## config.mk

```make
export PLATFORM = sky130hd
export DESIGN_NAME = ps2_mouse_tracker
export DESIGN_NICKNAME = d
export VERILOG_FILES = /design/src/rtl/ps2_pkg.sv /design/src/rtl/ps2_rx_byte.sv /design/src/rtl/ps2_mouse_tracker.sv
export SDC_FILE = /design/constraint.sdc
export NUM_CORES = 1
export LEC_CHECK = 0
export BUFFER_PORTS_ARGS = -buffer_cell sky130_fd_sc_hd__buf_4
export CAP_MARGIN = 5
export CELL_PAD_IN_SITES_DETAIL_PLACEMENT = 0
export CELL_PAD_IN_SITES_GLOBAL_PLACEMENT = 1
export CORE_UTILIZATION = 30
export CTS_CLUSTER_SIZE = 28
export DETAILED_ROUTE_END_ITERATION = 16
export PLACE_DENSITY_LB_ADDON = 0.05
export SLEW_MARGIN = 20
export SYNTH_ARGS = -nofsm -noshare
export SYNTH_HDL_FRONTEND = slang
export SYNTH_SLANG_ARGS = --single-unit
```

## constraint.sdc

```tcl
create_clock -name clk_100MHz -period 3.1 [get_ports clk_100MHz]
set_input_delay 0.31 -clock clk_100MHz [delete_from_list [all_inputs] [get_ports clk_100MHz]]
set_output_delay 0.31 -clock clk_100MHz [all_outputs]
set_load 0.01 [all_outputs]
```

## src/rtl/ps2_pkg.sv

```systemverilog
// Shared PS/2 mouse definitions: header bit positions, frame states,
// display defaults shared with the VGA painter, cursor clamp helper.
package ps2_pkg;

    localparam int H_RES_DEF   = 640;
    localparam int V_RES_DEF   = 480;
    localparam int TIMEOUT_DEF = 100000;

    localparam int HB_LEFT  = 0;
    localparam int HB_RIGHT = 1;
    localparam int HB_SYNC  = 3;
    localparam int HB_XS    = 4;
    localparam int HB_YS    = 5;
    localparam int HB_XO    = 6;
    localparam int HB_YO    = 7;

    typedef enum logic [1:0] {
        S_IDLE,
        S_DATA,
        S_PARITY,
        S_STOP
    } frame_state_t;

    function automatic logic [9:0] clamp_axis(
        input logic signed [11:0] v,
        input int                 hi
    );
        int vi;
        vi = int'(v);
        if (vi < 0)
            return 10'd0;
        if (vi > hi)
            return 10'(hi);
        return 10'(vi);
    endfunction

endpackage

```

## src/rtl/ps2_rx_byte.sv

```systemverilog
// PS/2 byte receiver: pin synchronizers, falling-edge detect,
// 11-bit frame FSM with odd parity check and inactivity timeout.
module ps2_rx_byte
    import ps2_pkg::*;
#(
    parameter int TIMEOUT = TIMEOUT_DEF
) (
    input  logic       clk_100MHz,
    input  logic       reset,
    input  logic       ps2_clk,
    input  logic       ps2_data,
    input  logic       busy,
    output logic [7:0] rx_byte,
    output logic       byte_ok,
    output logic       byte_err
);

    localparam int CW = $clog2(TIMEOUT + 1);

    logic [1:0]   clk_sync;
    logic [1:0]   dat_sync;
    logic         clk_prev;
    logic         fall;
    logic         din;
    logic         tmo;
    logic         run;
    logic [CW-1:0] cnt;
    frame_state_t state;
    frame_state_t state_n;
    logic [7:0]   shreg;
    logic [2:0]   bitcnt;
    logic         par_ok;
    logic         ok_n;
    logic         err_n;

    assign din     = dat_sync[1];
    assign fall    = clk_prev & ~clk_sync[1];
    assign tmo     = (cnt == CW'(TIMEOUT));
    assign run     = (state != S_IDLE) || busy;
    assign rx_byte = shreg;

    // Timeout outranks any edge seen in the same cycle.
    always_comb begin
        state_n = state;
        ok_n    = 1'b0;
        err_n   = 1'b0;
        if (tmo) begin
            state_n = S_IDLE;
            err_n   = 1'b1;
        end else if (fall) begin
            unique case (state)
                S_IDLE:   if (!din) state_n = S_DATA;
                S_DATA:   if (bitcnt == 3'd7) state_n = S_PARITY;
                S_PARITY: state_n = S_STOP;
                S_STOP: begin
                    state_n = S_IDLE;
                    if (din && par_ok)
                        ok_n = 1'b1;
                    else
                        err_n = 1'b1;
                end
            endcase
        end
    end

    always_ff @(posedge clk_100MHz) begin
        if (reset) begin
            clk_sync <= 2'b11;
            dat_sync <= 2'b11;
            clk_prev <= 1'b1;
            state    <= S_IDLE;
            cnt      <= '0;
            shreg    <= '0;
            bitcnt   <= '0;
            par_ok   <= 1'b0;
            byte_ok  <= 1'b0;
            byte_err <= 1'b0;
        end else begin
            clk_sync <= {clk_sync[0], ps2_clk};
            dat_sync <= {dat_sync[0], ps2_data};
            clk_prev <= clk_sync[1];
            state    <= state_n;
            byte_ok  <= ok_n;
            byte_err <= err_n;
            if (tmo || fall || !run)
                cnt <= '0;
            else
                cnt <= cnt + 1'b1;
            if (fall && !tmo) begin
                unique case (state)
                    S_IDLE:   bitcnt <= '0;
                    S_DATA: begin
                        shreg  <= {din, shreg[7:1]};
                        bitcnt <= bitcnt + 1'b1;
                    end
                    S_PARITY: par_ok <= ^{shreg, din};
                    S_STOP:   ;
                endcase
            end
        end
    end

endmodule

```

## src/rtl/ps2_mouse_tracker.sv

```systemverilog
// PS/2 mouse tracker: assembles 3-byte stream packets and keeps an
// absolute cursor clamped to the visible area plus button levels.
module ps2_mouse_tracker
    import ps2_pkg::*;
#(
    parameter int H_RES   = H_RES_DEF,
    parameter int V_RES   = V_RES_DEF,
    parameter int TIMEOUT = TIMEOUT_DEF
) (
    input  logic       clk_100MHz,
    input  logic       reset,
    input  logic       ps2_clk,
    input  logic       ps2_data,
    output logic [9:0] xm,
    output logic [9:0] ym,
    output logic       left,
    output logic       right,
    output logic       pkt_valid,
    output logic       err
);

    logic [7:0]         rx_byte;
    logic               byte_ok;
    logic               byte_err;
    logic [1:0]         idx;
    logic [7:0]         hdr;
    logic [7:0]         dxb;
    logic signed [8:0]  dx;
    logic signed [8:0]  dy;
    logic signed [11:0] nx;
    logic signed [11:0] ny;
    logic [9:0]         xm_n;
    logic [9:0]         ym_n;
    logic               unused_hdr_bits;

    ps2_rx_byte #(
        .TIMEOUT(TIMEOUT)
    ) u_rx (
        .clk_100MHz(clk_100MHz),
        .reset     (reset),
        .ps2_clk   (ps2_clk),
        .ps2_data  (ps2_data),
        .busy      (idx != 2'd0),
        .rx_byte   (rx_byte),
        .byte_ok   (byte_ok),
        .byte_err  (byte_err)
    );

    assign unused_hdr_bits = hdr[HB_SYNC] ^ hdr[2];

    // PS/2 +Y points up while ym grows downward, hence the subtraction.
    always_comb begin
        dx   = {hdr[HB_XS], dxb};
        dy   = {hdr[HB_YS], rx_byte};
        nx   = $signed({2'b00, xm}) + $signed({{3{dx[8]}}, dx});
        ny   = $signed({2'b00, ym}) - $signed({{3{dy[8]}}, dy});
        xm_n = hdr[HB_XO] ? xm : clamp_axis(nx, H_RES - 1);
        ym_n = hdr[HB_YO] ? ym : clamp_axis(ny, V_RES - 1);
    end

    always_ff @(posedge clk_100MHz) begin
        if (reset) begin
            xm        <= 10'(H_RES / 2);
            ym        <= 10'(V_RES / 2);
            left      <= 1'b0;
            right     <= 1'b0;
            pkt_valid <= 1'b0;
            err       <= 1'b0;
            idx       <= 2'd0;
            hdr       <= '0;
            dxb       <= '0;
        end else begin
            pkt_valid <= 1'b0;
            err       <= 1'b0;
            if (byte_err) begin
                idx <= 2'd0;
                err <= 1'b1;
            end else if (byte_ok) begin
                unique case (idx)
                    2'd0: begin
                        if (rx_byte[HB_SYNC]) begin
                            hdr <= rx_byte;
                            idx <= 2'd1;
                        end else begin
                            err <= 1'b1;
                        end
                    end
                    2'd1: begin
                        dxb <= rx_byte;
                        idx <= 2'd2;
                    end
                    default: begin
                        xm        <= xm_n;
                        ym        <= ym_n;
                        left      <= hdr[HB_LEFT];
                        right     <= hdr[HB_RIGHT];
                        pkt_valid <= 1'b1;
                        idx       <= 2'd0;
                    end
                endcase
            end
        end
    end

endmodule

```

==> impl_metrics.prom, run 1 <==
# TYPE chip_impl_metric gauge
chip_impl_info{name="run_status",value="finished clean"} 1
chip_impl_info{name="worstHoldPathType",value="in -> reg"} 1
chip_impl_metric{name="total_cts_buffers",unit=""} 9
chip_impl_metric{name="layout_worst_path_cycle_share",unit="%"} 90.06
chip_impl_metric{name="insertion_delay_of_the_later_clocked_pin_in_the_worst_skew_pair",unit="ps"} 340
chip_impl_metric{name="routed_via_density",unit=""} 4.936
chip_impl_metric{name="synth_top_cell_area_share",unit="%"} 35.84
chip_impl_metric{name="final_core_util",unit="%"} 36.23
chip_impl_metric{name="antenna_cells",unit=""} 0
chip_impl_metric{name="grt_first_pass_wirelength",unit="µm"} 18160
chip_impl_metric{name="place_inst",unit=""} 714
chip_impl_info{name="rsz_0062_raised_after_global_routing",value="no"} 1
chip_impl_metric{name="synth_async_sr_flop_share",unit="%"} 0
chip_impl_metric{name="maximum_achievable_frequency",unit="GHz"} 0.3582
chip_impl_metric{name="detailroute.via_count",unit=""} 3608
chip_impl_metric{name="cts_buffer_depth",unit=""} 2
chip_impl_metric{name="worst_ep_arrival_time",unit="ps"} 2990
chip_impl_metric{name="dp.final_hpwl",unit="µm"} 7946
chip_impl_metric{name="fillerInstances",unit=""} 1500
chip_impl_metric{name="grtUsageTotal",unit="%"} 15.85
chip_impl_metric{name="cts.clk_slew.worst_paths",unit="ps"} 60
chip_impl_info{name="synth.top_cells.by_area",value="dfxtp_1 36%, ha_1 8.6%, nand2_1 5.2%"} 1
chip_impl_metric{name="final-setup-viol-count",unit=""} 0
chip_impl_metric{name="ys_types",unit=""} 66
chip_impl_metric{name="count_of_nets_after_finishing",unit=""} 582
chip_impl_metric{name="rows",unit=""} 43
chip_impl_metric{name="post_route_cells_drive_above_1_share",unit="%"} 14.52
chip_impl_metric{name="worst_slew_pin_slew",unit="ps"} 645.0
chip_impl_info{name="critPathKind",value="reg -> reg"} 1
chip_impl_info{name="cp_cell_sequence",value="ha_1 -> inv_1 -> fa_1 -> a211oi_2 -> o21bai_1 -> a21oi_1 -> xor2_1 -> o41ai_2 -> buf_4 -> o311ai_0 -> a21oi_1"} 1
chip_impl_metric{name="period_needed",unit="ps"} 2792
chip_impl_info{name="cts-root-buf",value="clkbuf_16"} 1
chip_impl_metric{name="grt_remaining_overflow",unit=""} 0
chip_impl_metric{name="critical_path_peak_fanout",unit=""} 6
chip_impl_metric{name="core_area",unit="µm²"} 14040
chip_impl_metric{name="initial_utilization",unit="%"} 31.03
chip_impl_metric{name="maxCapViolations",unit=""} 0
chip_impl_metric{name="post_route_skew",unit="ps"} 4.087
chip_impl_metric{name="syn-mean-instance-area",unit="µm²"} 8.460
chip_impl_info{name="cp_common_cell",value="a21oi_1"} 1
chip_impl_metric{name="areaGrowthSynthToFinish",unit="%"} 16.77
chip_impl_metric{name="detailedRoute.firstIterationViolations",unit=""} 227
chip_impl_metric{name="hold_viol",unit=""} 0
chip_impl_metric{name="post-route-drc-count",unit=""} 0
chip_impl_metric{name="post_synthesis_cell_count",unit=""} 515
chip_impl_metric{name="synth.yosys.seq_area_share",unit="%"} 35.84
chip_impl_metric{name="fin_tns_setup",unit="ps"} 0
chip_impl_metric{name="synth_nets",unit=""} 551
chip_impl_info{name="synth.most_common_cell",value="dfxtp_1"} 1
chip_impl_info{name="synth_ff_type",value="dfxtp_1"} 1
chip_impl_metric{name="finalPower",unit="W"} 0.002044
chip_impl_metric{name="cellLeakagePower",unit="nW"} 1.914
chip_impl_info{name="yosys-top-cells-count",value="78 x dfxtp_1, 60 x nand2_1, 60 x nor2_1"} 1
chip_impl_metric{name="synth_edf_count",unit=""} 0
chip_impl_metric{name="routed_wirelength",unit="µm"} 10800
chip_impl_metric{name="layoutNonFillerInstCount",unit=""} 731
chip_impl_metric{name="final_antenna_net_count",unit=""} 0
chip_impl_info{name="timing.critical_path.slowest_stage_cell",value="fa_1"} 1
chip_impl_metric{name="io-pin-count",unit=""} 28
chip_impl_info{name="crit_path_end_kind",value="flop"} 1
chip_impl_metric{name="seq_area",unit="µm²"} 1562
chip_impl_metric{name="largest_net_degree_at_the_start_of_global_routing",unit=""} 59
chip_impl_info{name="synth.largest_area_cell",value="dfxtp_1"} 1
chip_impl_metric{name="multiInputGateArea",unit="µm²"} 2648
chip_impl_metric{name="post_drt_wl_per_cell",unit="µm"} 14.77
chip_impl_metric{name="die-height",unit="µm"} 122.5
chip_impl_metric{name="finalMaxSlewViolations",unit=""} 0
chip_impl_metric{name="cp_num_buf_inv",unit=""} 2
chip_impl_metric{name="dieWidth",unit="µm"} 122.5
chip_impl_metric{name="cp.required",unit="ps"} 3300
chip_impl_metric{name="io_buffer_count",unit=""} 27
chip_impl_metric{name="relSlewSlack",unit="%"} 57.00
chip_impl_metric{name="global_route.usage.met1",unit="%"} 20.88
chip_impl_metric{name="initial_antenna_violation_count",unit=""} 0
chip_impl_metric{name="groute.layer.met2.usage",unit="%"} 25.18
chip_impl_metric{name="count_of_state_elements_after_synthesis",unit=""} 78
chip_impl_info{name="worst_path_dominant_cell_family",value="compound AO/OA/AOI/OAI gates"} 1
chip_impl_metric{name="drt_pre_antenna_iters",unit=""} 4
chip_impl_metric{name="detailed_place.area",unit="µm²"} 4791
chip_impl_metric{name="worst_path_largest_cell_delay",unit="ps"} 430
chip_impl_metric{name="yosysWarningCount",unit=""} 0
chip_impl_metric{name="vias_in_the_first_global_route",unit=""} 3467
chip_impl_metric{name="clock_sink_count",unit=""} 78
chip_impl_metric{name="fp.dieArea",unit="µm²"} 15010
chip_impl_metric{name="htree_num_levels",unit=""} 3
chip_impl_metric{name="power-per-cell-area",unit="nW/µm²"} 401.9
chip_impl_metric{name="globalplace.congestion",unit=""} 0.7560
chip_impl_info{name="gr-max-usage-layer",value="met2"} 1
chip_impl_metric{name="finalInstanceArea",unit="µm²"} 5087
chip_impl_info{name="critPathLaunchType",value="flop"} 1
chip_impl_metric{name="vdd_drop_max",unit="mV"} 0.3319
chip_impl_metric{name="syn-cell-area",unit="µm²"} 4357
chip_impl_info{name="tritoncts",value="built"} 1
chip_impl_metric{name="grtUsageMet3",unit="%"} 4.461
logic make-up (layout without fill, tap and decap cells):
| group | Yosys count | count (layout) | synth area share (%) |
|---|---|---|---|
| AOI/OAI and AO/OA | 117 | 117 | 18.98 |
| DFF | 78 | 78 | 35.84 |
| buffers and inverters | 42 | 78 | 3.647 |
| xor gates and xnor gates | 38 | 38 | 7.812 |
| and+or+nand+nor | 196 | 196 | 21.43 |
| adders and majority gates | 32 | 32 | 9.535 |
| muxes | 12 | 12 | 2.757 |
layout by cell type, fill, tap and decap left out, drive strengths merged, types with 6 or more instances in the layout:
cell type	netlist	final
a211oi	6	6
dfxtp	78	78
buf	2	38
a21oi	49	49
inv	24	24
nor2b	7	7
clkbuf	16	11
mux2i	12	12
ha	30	30
xor2	15	15
nor2	60	60
xnor2	23	23
nand3	17	17
o21ai	13	13
or2	7	7
nor3	15	15
nand2b	6	6
nand2	61	61
path summary, 6_finish.rpt:
kind,cells past startpoint,from,slack (ps),to
max,11,u_rx.rx_byte[0]$_SDFFE_PP0P_,310,ym[0]$_SDFFE_PP0P_
min,2,ps2_data,150,u_rx.dat_sync[0]$_SDFF_PP1_
max reg2reg,11,u_rx.rx_byte[0]$_SDFFE_PP0P_,310,ym[0]$_SDFFE_PP0P_
min reg2reg,1,u_rx.clk_sync[0]$_SDFF_PP1_,410,u_rx.clk_sync[1]$_SDFF_PP1_
sequential cells by signal, indices dropped and copies added (netlist names), 2 cells and up:
name,flops
dxb,8
hdr,6
idx,2
u_rx.bitcnt,3
u_rx.clk_sync,2
u_rx.cnt,17
u_rx.dat_sync,2
u_rx.rx_byte,8
u_rx.state,2
xm,10
ym,10
through the flow:
step           setup slack (ps)  hold WS, ps
6_report                  308.3        148.3
5_1_grt                   36.94        140.2
4_1_cts                   172.1        132.6
3_5_place_dp              191.8        399.2
3_3_place_gp              240.4        393.5
2_1_floorplan             540.5        389.5
timing repair:
item                       CTS  global route
hold buffers                 0             0
setup endpoints to repair    0             6
buffers inserted             0             1
gates resized for setup      0             2
cell type report:
cell class	count	area share [%]
clock buffer	11	4.771
clock inverter	5	0.6886
inverter	24	1.771
multi-input combinational	395	52.04
sequential	78	30.69
tap	180	4.427
timing repair buffer	38	5.607
per-layer routing:
layer  up-vias  wire length (µm)
met1      1692              5307
met2        35              5037
met4         0               120
met3         7               331
li1       1874                 -
met5         -                 0
report_power, final:
part	internal (W)	switching [W]
Clock	0.000565	0.000445
Combinational	0.00000791	0.0000199
Sequential	0.00101	0.00000170
(Power assumes the default switching activity.)
==> run 2, diff against run 1 <==
- CORE_MARGIN: default -> 5
- MAX_ROUTING_LAYER: default -> met4
==> run 2 against run 1 <==
Against the previous run:
- sequential power hardly changed
- cell count is 0.41% higher
- non-clock buffer count down 1
- clock power up 17%
- maximum frequency decreased by 2.9%
- hold slack barely moved
- clock skew rose by 3.2 ps
- die area rose by 13%
- wire length grew 2.0%
- first-iteration DRC count is 38% lower
- critical path type unchanged
- critical endpoint is now ym[1]$_SDFFE_PP0P_
- highest routed layer unchanged
==> impl_metrics.prom, run 2 (synthesized netlist as in run 1, its figures left out) <==
# TYPE chip_impl_metric gauge
chip_impl_info{name="run_status",value="finished clean"} 1
chip_impl_info{name="most_common_cell_after_layout_fill_and_taps_aside",value="dfxtp_1"} 1
chip_impl_info{name="hp-start",value="ps2_data"} 1
chip_impl_metric{name="rows",unit=""} 44
chip_impl_metric{name="die-height",unit="µm"} 130.5
chip_impl_metric{name="routed_wirelength",unit="µm"} 11010
chip_impl_metric{name="place_inst",unit=""} 717
chip_impl_metric{name="vdd_drop_max",unit="mV"} 0.2602
chip_impl_metric{name="drt_pre_antenna_iters",unit=""} 4
chip_impl_info{name="hold_path_endpoint",value="u_rx.dat_sync[0]$_SDFF_PP1_"} 1
chip_impl_metric{name="clock_sink_count",unit=""} 78
chip_impl_metric{name="detailroute.via_count",unit=""} 3654
chip_impl_info{name="critPathKind",value="reg -> reg"} 1
chip_impl_metric{name="worst_path_largest_cell_delay",unit="ps"} 430
chip_impl_metric{name="finalPower",unit="W"} 0.002212
chip_impl_metric{name="antenna_cells",unit=""} 0
chip_impl_metric{name="pwr-share-clk",unit="%"} 53.2
chip_impl_metric{name="comb_power_share",unit="%"} 1.3
chip_impl_metric{name="globalplace.congestion",unit=""} 0.8277
chip_impl_info{name="crit_path_end_kind",value="flop"} 1
chip_impl_metric{name="vias_in_the_first_global_route",unit=""} 3531
chip_impl_metric{name="layoutNonFillerInstCount",unit=""} 734
chip_impl_metric{name="power_switching_share",unit="%"} 21.08
chip_impl_info{name="cts-root-buf",value="clkbuf_16"} 1
chip_impl_info{name="rsz_0062_raised_after_global_routing",value="no"} 1
chip_impl_info{name="cp_common_cell",value="a21oi_1"} 1
chip_impl_metric{name="dieWidth",unit="µm"} 130.5
chip_impl_metric{name="r2r_cells",unit=""} 11
chip_impl_metric{name="r2r_setup_slack",unit="ps"} 230
chip_impl_metric{name="relSlewSlack",unit="%"} 57.25
chip_impl_info{name="critPathLaunchType",value="flop"} 1
chip_impl_metric{name="worst_slew_pin_slew",unit="ps"} 641.2
chip_impl_metric{name="areaGrowthSynthToFinish",unit="%"} 18.01
chip_impl_metric{name="fp.dieArea",unit="µm²"} 17030
chip_impl_metric{name="maximum_achievable_frequency",unit="GHz"} 0.3479
chip_impl_metric{name="grtUsageTotal",unit="%"} 14.01
chip_impl_metric{name="largest_net_degree_at_the_start_of_global_routing",unit=""} 59
chip_impl_metric{name="post_drt_wl_per_cell",unit="µm"} 15.00
chip_impl_metric{name="count_of_nets_after_finishing",unit=""} 581
chip_impl_metric{name="layout_worst_path_cycle_share",unit="%"} 92.73
chip_impl_info{name="most_frequent_cells_in_the_layout",value="78 x dfxtp_1, 60 x nand2_1, 60 x nor2_1"} 1
chip_impl_metric{name="cts_buffer_depth",unit=""} 2
chip_impl_metric{name="io_buffer_count",unit=""} 27
chip_impl_metric{name="ctsHoldBuffers",unit=""} 0
chip_impl_metric{name="period_needed",unit="ps"} 2875
chip_impl_metric{name="fin_tns_setup",unit="ps"} 0
chip_impl_metric{name="finalHoldWorstSlack",unit="ps"} 148.0
chip_impl_metric{name="routed_via_density",unit=""} 4.978
chip_impl_metric{name="total_cts_buffers",unit=""} 9
chip_impl_metric{name="post_route_cells_drive_above_1_share",unit="%"} 14.55
chip_impl_metric{name="htree_num_levels",unit=""} 3
chip_impl_metric{name="post_route_skew",unit="ps"} 7.304
chip_impl_info{name="timing.critical_path.slowest_stage_cell",value="dfxtp_1"} 1
chip_impl_metric{name="cts.clk_slew.worst_paths",unit="ps"} 60
chip_impl_metric{name="core_area",unit="µm²"} 14370
chip_impl_metric{name="final-setup-viol-count",unit=""} 0
chip_impl_metric{name="cellLeakagePower",unit="nW"} 1.936
chip_impl_metric{name="grt_first_pass_wirelength",unit="µm"} 18080
chip_impl_metric{name="io-pin-count",unit=""} 28
chip_impl_metric{name="maxCapViolations",unit=""} 0
chip_impl_metric{name="initial_antenna_violation_count",unit=""} 0
chip_impl_info{name="timing.rr.start",value="u_rx.rx_byte[0]$_SDFFE_PP0P_"} 1
chip_impl_info{name="r2r_end",value="ym[1]$_SDFFE_PP0P_"} 1
chip_impl_metric{name="p_switching",unit="W"} 0.0004663
chip_impl_metric{name="power-per-cell-area",unit="nW/µm²"} 430.3
chip_impl_metric{name="detailedRoute.firstIterationViolations",unit=""} 140
chip_impl_metric{name="flip_flop_count_of_the_largest_register_after_layout",unit=""} 17
chip_impl_metric{name="cp.required",unit="ps"} 3300
chip_impl_metric{name="grt_remaining_overflow",unit=""} 0
chip_impl_metric{name="insertion_delay_of_the_later_clocked_pin_in_the_worst_skew_pair",unit="ps"} 340
chip_impl_metric{name="min_path_cells",unit=""} 2
chip_impl_metric{name="dp.final_hpwl",unit="µm"} 8165
chip_impl_info{name="biggestRegsByFlops",value="u_rx.cnt: 17 flops, xm: 10 flops, ym: 10 flops"} 1
chip_impl_info{name="worst_path_dominant_cell_family",value="compound AO/OA/AOI/OAI gates"} 1
chip_impl_metric{name="initial_utilization",unit="%"} 30.32
chip_impl_metric{name="p_seq_share",unit="%"} 45.5
chip_impl_metric{name="fillerInstances",unit=""} 1507
chip_impl_info{name="max_flop_register",value="u_rx.cnt"} 1
chip_impl_metric{name="critical_path_peak_fanout",unit=""} 6
chip_impl_metric{name="cp_num_buf_inv",unit=""} 2
chip_impl_metric{name="hold_viol",unit=""} 0
chip_impl_metric{name="finalMaxSlewViolations",unit=""} 0
chip_impl_metric{name="internal_power",unit="W"} 0.001746
chip_impl_info{name="worstHoldPathType",value="in -> reg"} 1
chip_impl_metric{name="post-route-drc-count",unit=""} 0
chip_impl_metric{name="worst_ep_arrival_time",unit="ps"} 3070
chip_impl_info{name="tritoncts",value="built"} 1
chip_impl_info{name="cp_cell_sequence",value="ha_1 -> inv_1 -> fa_1 -> a211oi_2 -> o21bai_1 -> a21oi_1 -> xor2_1 -> o41ai_2 -> buf_4 -> o311ai_0 -> a21oi_1"} 1
chip_impl_metric{name="final_antenna_net_count",unit=""} 0
-- run 2: cell count changes in the layout (fill, tap and decap cells not counted), sizes merged --
cell / delta
clkbuf: -1
bufinv: +2
clkinvlp: -1
buf: -1
-- run 2: power by group through the flow --
stage | Combinational (W) | Sequential [W] | Clock (W)
finish | 0.0000278 | 0.00101 | 0.00118
CTS | 0.0000290 | 0.00101 | 0.00122
detailed placement | 0.0000289 | 0.00103 | 0
global placement | 0.0000292 | 0.00103 | 0
floorplan | 0.0000192 | 0.00103 | 0
global route | 0.0000314 | 0.00101 | 0.00127
-- run 2: metrics by stage --
step                      utilization, %  setup slack, ps  area (µm²)
after floorplan                        -            540.5        4357
after global placement             33.32            247.9        4788
after detailed placement           33.32            130.7        4788
after CTS                          35.65            104.0        5122
after global routing               35.78            12.84        5141
final                              35.78            225.4        5141
-- run 2: routing by layer --
layer  global-route usage (%)  routed length, µm  share of wire (%)
met5                        -                  0                  0
met4                    5.263                180                1.6
met3                    2.398                247                2.2
met2                    22.49               5225                 47
met1                    17.71               5359                 49
-- run 2: final cells by class --
type | count | area [µm²] | area share [%]
repair buffers | 37 | 277.8 | 5.403
multi-input cells | 395 | 2648 | 51.50
clock buffers | 10 | 239.0 | 4.648
clock inverters | 6 | 95.09 | 1.850
flip-flops and latches | 78 | 1562 | 30.37
inverters | 24 | 90.09 | 1.752
well taps | 184 | 230.2 | 4.478
-- run 2: what timing repair did --
| item | CTS | global route |
|---|---|---|
| setup endpoints to repair | 0 | 8 |
| resized for setup | 0 | 2 |
| setup buffers | 0 | 1 |
| endpoints found under the hold margin | 0 | 0 |
-- run 2: worst max path at each step --
stage | from | to | slack (ps) | cells after the start
floorplan | u_rx.rx_byte[0]$_SDFFE_PP0P_ | ym[3]$_SDFFE_PP0P_ | 540 | 10
CTS | u_rx.rx_byte[0]$_SDFFE_PP0P_ | ym[8]$_SDFFE_PP0P_ | 100 | 10
detailed placement | u_rx.rx_byte[0]$_SDFFE_PP0P_ | ym[8]$_SDFFE_PP0P_ | 130 | 10
global placement | u_rx.rx_byte[0]$_SDFFE_PP0P_ | ym[8]$_SDFFE_PP0P_ | 250 | 10
finish | u_rx.rx_byte[0]$_SDFFE_PP0P_ | ym[1]$_SDFFE_PP0P_ | 230 | 11
global route | u_rx.rx_byte[0]$_SDFFE_PP0P_ | ym[0]$_SDFFE_PP0P_ | 10 | 11
==> run 3, diff against run 2 <==
- RECOVER_POWER: default -> 100
==> run 3 against run 2 <==
Against the previous run:
- non-clock buffer count did not move
- sequential cell count did not move
- setup slack improved by 32 ps
- maximum frequency rose by 1.1%
- cell area fell by 2.5%
- largest power group unchanged
==> impl_metrics.prom, run 3 (synthesized netlist as in run 1, its figures left out) <==
# TYPE chip_impl_metric gauge
chip_impl_metric{name="fp.dieArea",unit="µm²"} 17030
chip_impl_metric{name="count_of_nets_after_finishing",unit=""} 581
chip_impl_metric{name="vdd_drop_max",unit="mV"} 0.2602
chip_impl_metric{name="layout_worst_path_cycle_share",unit="%"} 91.69
chip_impl_info{name="timing.critical_path.slowest_stage_cell",value="dfxtp_1"} 1
chip_impl_info{name="most_frequent_cells_in_the_layout",value="78 x dfxtp_1, 61 x nand2_1, 60 x nor2_1"} 1
chip_impl_metric{name="worst_path_largest_cell_delay",unit="ps"} 430
chip_impl_metric{name="io_buffer_count",unit=""} 27
chip_impl_metric{name="post_route_skew",unit="ps"} 8.236
chip_impl_metric{name="insertion_delay_of_the_later_clocked_pin_in_the_worst_skew_pair",unit="ps"} 340
chip_impl_metric{name="cp_num_buf_inv",unit=""} 2
chip_impl_metric{name="final_antenna_net_count",unit=""} 0
chip_impl_info{name="crit_path_end_kind",value="flop"} 1
chip_impl_info{name="worstHoldPathType",value="in -> reg"} 1
chip_impl_metric{name="cts_buffer_depth",unit=""} 2
chip_impl_metric{name="cellLeakagePower",unit="nW"} 1.820
chip_impl_metric{name="maximum_achievable_frequency",unit="GHz"} 0.3518
chip_impl_metric{name="areaGrowthSynthToFinish",unit="%"} 15.08
chip_impl_metric{name="critical_path_cell_count",unit=""} 11
chip_impl_metric{name="total_cts_buffers",unit=""} 9
chip_impl_metric{name="ctsHoldBuffers",unit=""} 0
chip_impl_metric{name="layoutNonFillerInstCount",unit=""} 734
chip_impl_metric{name="dp.final_hpwl",unit="µm"} 8165
chip_impl_info{name="biggestRegsByFlops",value="u_rx.cnt: 17 flops, xm: 10 flops, ym: 10 flops"} 1
chip_impl_metric{name="worst_ep_arrival_time",unit="ps"} 3110
chip_impl_metric{name="hold_viol",unit=""} 0
chip_impl_metric{name="htree_num_levels",unit=""} 3
chip_impl_metric{name="final-setup-viol-count",unit=""} 0
chip_impl_metric{name="critical_path_peak_fanout",unit=""} 5
chip_impl_metric{name="globalplace.congestion",unit=""} 0.8277
chip_impl_metric{name="largest_net_degree_at_the_start_of_global_routing",unit=""} 59
chip_impl_metric{name="routed_wirelength",unit="µm"} 11010
chip_impl_info{name="cp_cell_sequence",value="ha_1 -> inv_1 -> fa_1 -> a211oi_2 -> o211ai_1 -> a311oi_2 -> a2111oi_0 -> a41oi_1 -> clkbuf_1 -> o311ai_1 -> a21oi_1"} 1
chip_impl_metric{name="clock_sink_count",unit=""} 78
chip_impl_metric{name="post-route-drc-count",unit=""} 0
chip_impl_metric{name="worst_slew_pin_slew",unit="ps"} 641.7
chip_impl_metric{name="finalHoldWorstSlack",unit="ps"} 148.3
chip_impl_metric{name="grt_first_pass_wirelength",unit="µm"} 18080
chip_impl_metric{name="detailroute.via_count",unit=""} 3650
chip_impl_metric{name="maxCapViolations",unit=""} 0
chip_impl_metric{name="antenna_cells",unit=""} 0
chip_impl_metric{name="min_path_cells",unit=""} 2
chip_impl_metric{name="flip_flop_count_of_the_largest_register_after_layout",unit=""} 17
chip_impl_metric{name="grtUsageTotal",unit="%"} 14.01
chip_impl_metric{name="initial_utilization",unit="%"} 30.32
chip_impl_metric{name="relSlewSlack",unit="%"} 57.22
chip_impl_metric{name="post_route_cells_drive_above_1_share",unit="%"} 8.727
chip_impl_metric{name="core_area",unit="µm²"} 14370
chip_impl_metric{name="rows",unit=""} 44
chip_impl_metric{name="die-height",unit="µm"} 130.5
chip_impl_metric{name="finalMaxSlewViolations",unit=""} 0
chip_impl_info{name="most_common_cell_after_layout_fill_and_taps_aside",value="dfxtp_1"} 1
chip_impl_metric{name="detailedRoute.firstIterationViolations",unit=""} 126
chip_impl_metric{name="dieWidth",unit="µm"} 130.5
chip_impl_info{name="max_flop_register",value="u_rx.cnt"} 1
chip_impl_metric{name="power-per-cell-area",unit="nW/µm²"} 441.2
chip_impl_metric{name="io-pin-count",unit=""} 28
chip_impl_metric{name="cp.required",unit="ps"} 3370
chip_impl_info{name="cts-root-buf",value="clkbuf_16"} 1
chip_impl_metric{name="cts.clk_slew.worst_paths",unit="ps"} 70
chip_impl_info{name="tritoncts",value="built"} 1
chip_impl_metric{name="fin_tns_setup",unit="ps"} 0
chip_impl_metric{name="r2r_cells",unit=""} 11
chip_impl_metric{name="grt_remaining_overflow",unit=""} 0
chip_impl_metric{name="post_drt_wl_per_cell",unit="µm"} 14.99
chip_impl_metric{name="place_inst",unit=""} 717
chip_impl_metric{name="routed_via_density",unit=""} 4.973
chip_impl_metric{name="drt_pre_antenna_iters",unit=""} 4
chip_impl_metric{name="vias_in_the_first_global_route",unit=""} 3531
chip_impl_info{name="critPathLaunchType",value="flop"} 1
chip_impl_info{name="run_status",value="finished clean"} 1
chip_impl_metric{name="initial_antenna_violation_count",unit=""} 0
chip_impl_info{name="critPathKind",value="reg -> reg"} 1
chip_impl_info{name="rsz_0062_raised_after_global_routing",value="no"} 1
chip_impl_metric{name="period_needed",unit="ps"} 2843
chip_impl_info{name="worst_path_dominant_cell_family",value="compound AO/OA/AOI/OAI gates"} 1
==> run 3: changes by cell type in the layout (fill, tap and decap cells not counted), sizes merged <==
cell | previous run | this run
clkbuf | 10 | 37
buf | 37 | 10
==> run 3: worst register-to-register path, delay by kind of cell, from the launching register on <==
family	cells	cell delay (ps)
AOI/OAI and AO/OA	7	1420
adders and majority gates	2	630
DFF	1	430
buffers and inverters	2	280
==> run 3: path summary, 6_finish.rpt <==
kind,end,slack [ps],start
max reg2reg,ym[3]$_SDFFE_PP0P_,260,u_rx.rx_byte[0]$_SDFFE_PP0P_
min,u_rx.dat_sync[0]$_SDFF_PP1_,150,ps2_data
min reg2reg,u_rx.clk_sync[1]$_SDFF_PP1_,410,u_rx.clk_sync[0]$_SDFF_PP1_
max,ym[3]$_SDFFE_PP0P_,260,u_rx.rx_byte[0]$_SDFFE_PP0P_
==> run 3: final cells by class <==
class                      count  area [µm²]
fill                        1525        9355
multi-input combinational    395        2620
sequential                    78        1562
clock buffer                  10       239.0
tap                          184       230.2
timing repair buffer          37       177.7
clock inverter                 6       95.09
inverter                      24       90.09
==> run 3: layer usage <==
metal | GRT usage, % | vias to the layer above | routed length (µm)
li1 | - | 1878 | -
met4 | 5.263 | 0 | 178
met2 | 22.49 | 33 | 5211
met3 | 2.398 | 14 | 282
met1 | 17.71 | 1725 | 5332
met5 | - | - | 0
==> run 3: through the flow <==
| step | setup WS, ps | util, % | power, W | area [µm²] |
|---|---|---|---|---|
| 5_1_grt | 17.02 | 34.89 | 0.002304 | 5014 |
| 3_3_place_gp | 247.9 | 33.32 | 0.001059 | 4788 |
| 6_report | 257.5 | 34.89 | 0.002212 | 5014 |
| 2_1_floorplan | 540.5 | - | 0.001048 | 4357 |
| 3_5_place_dp | 130.7 | 33.32 | 0.001058 | 4788 |
| 4_1_cts | 104.0 | 35.65 | 0.002259 | 5122 |
==> run 3: report_power, final <==
group	internal (W)	total (W)	switching, W
combinational	0.00000775	0.0000277	0.0000199
clock	0.000733	0.00118	0.000445
sequential	0.00101	0.00101	0.00000157
total	0.00175	0.00221	0.000466
==> run 3: repair_timing <==
action	4_1_cts	5_1_grt
gates resized for setup	0	2
hold endpoints to repair	0	0
setup buffers	0	1
endpoints found under the setup margin	0	8
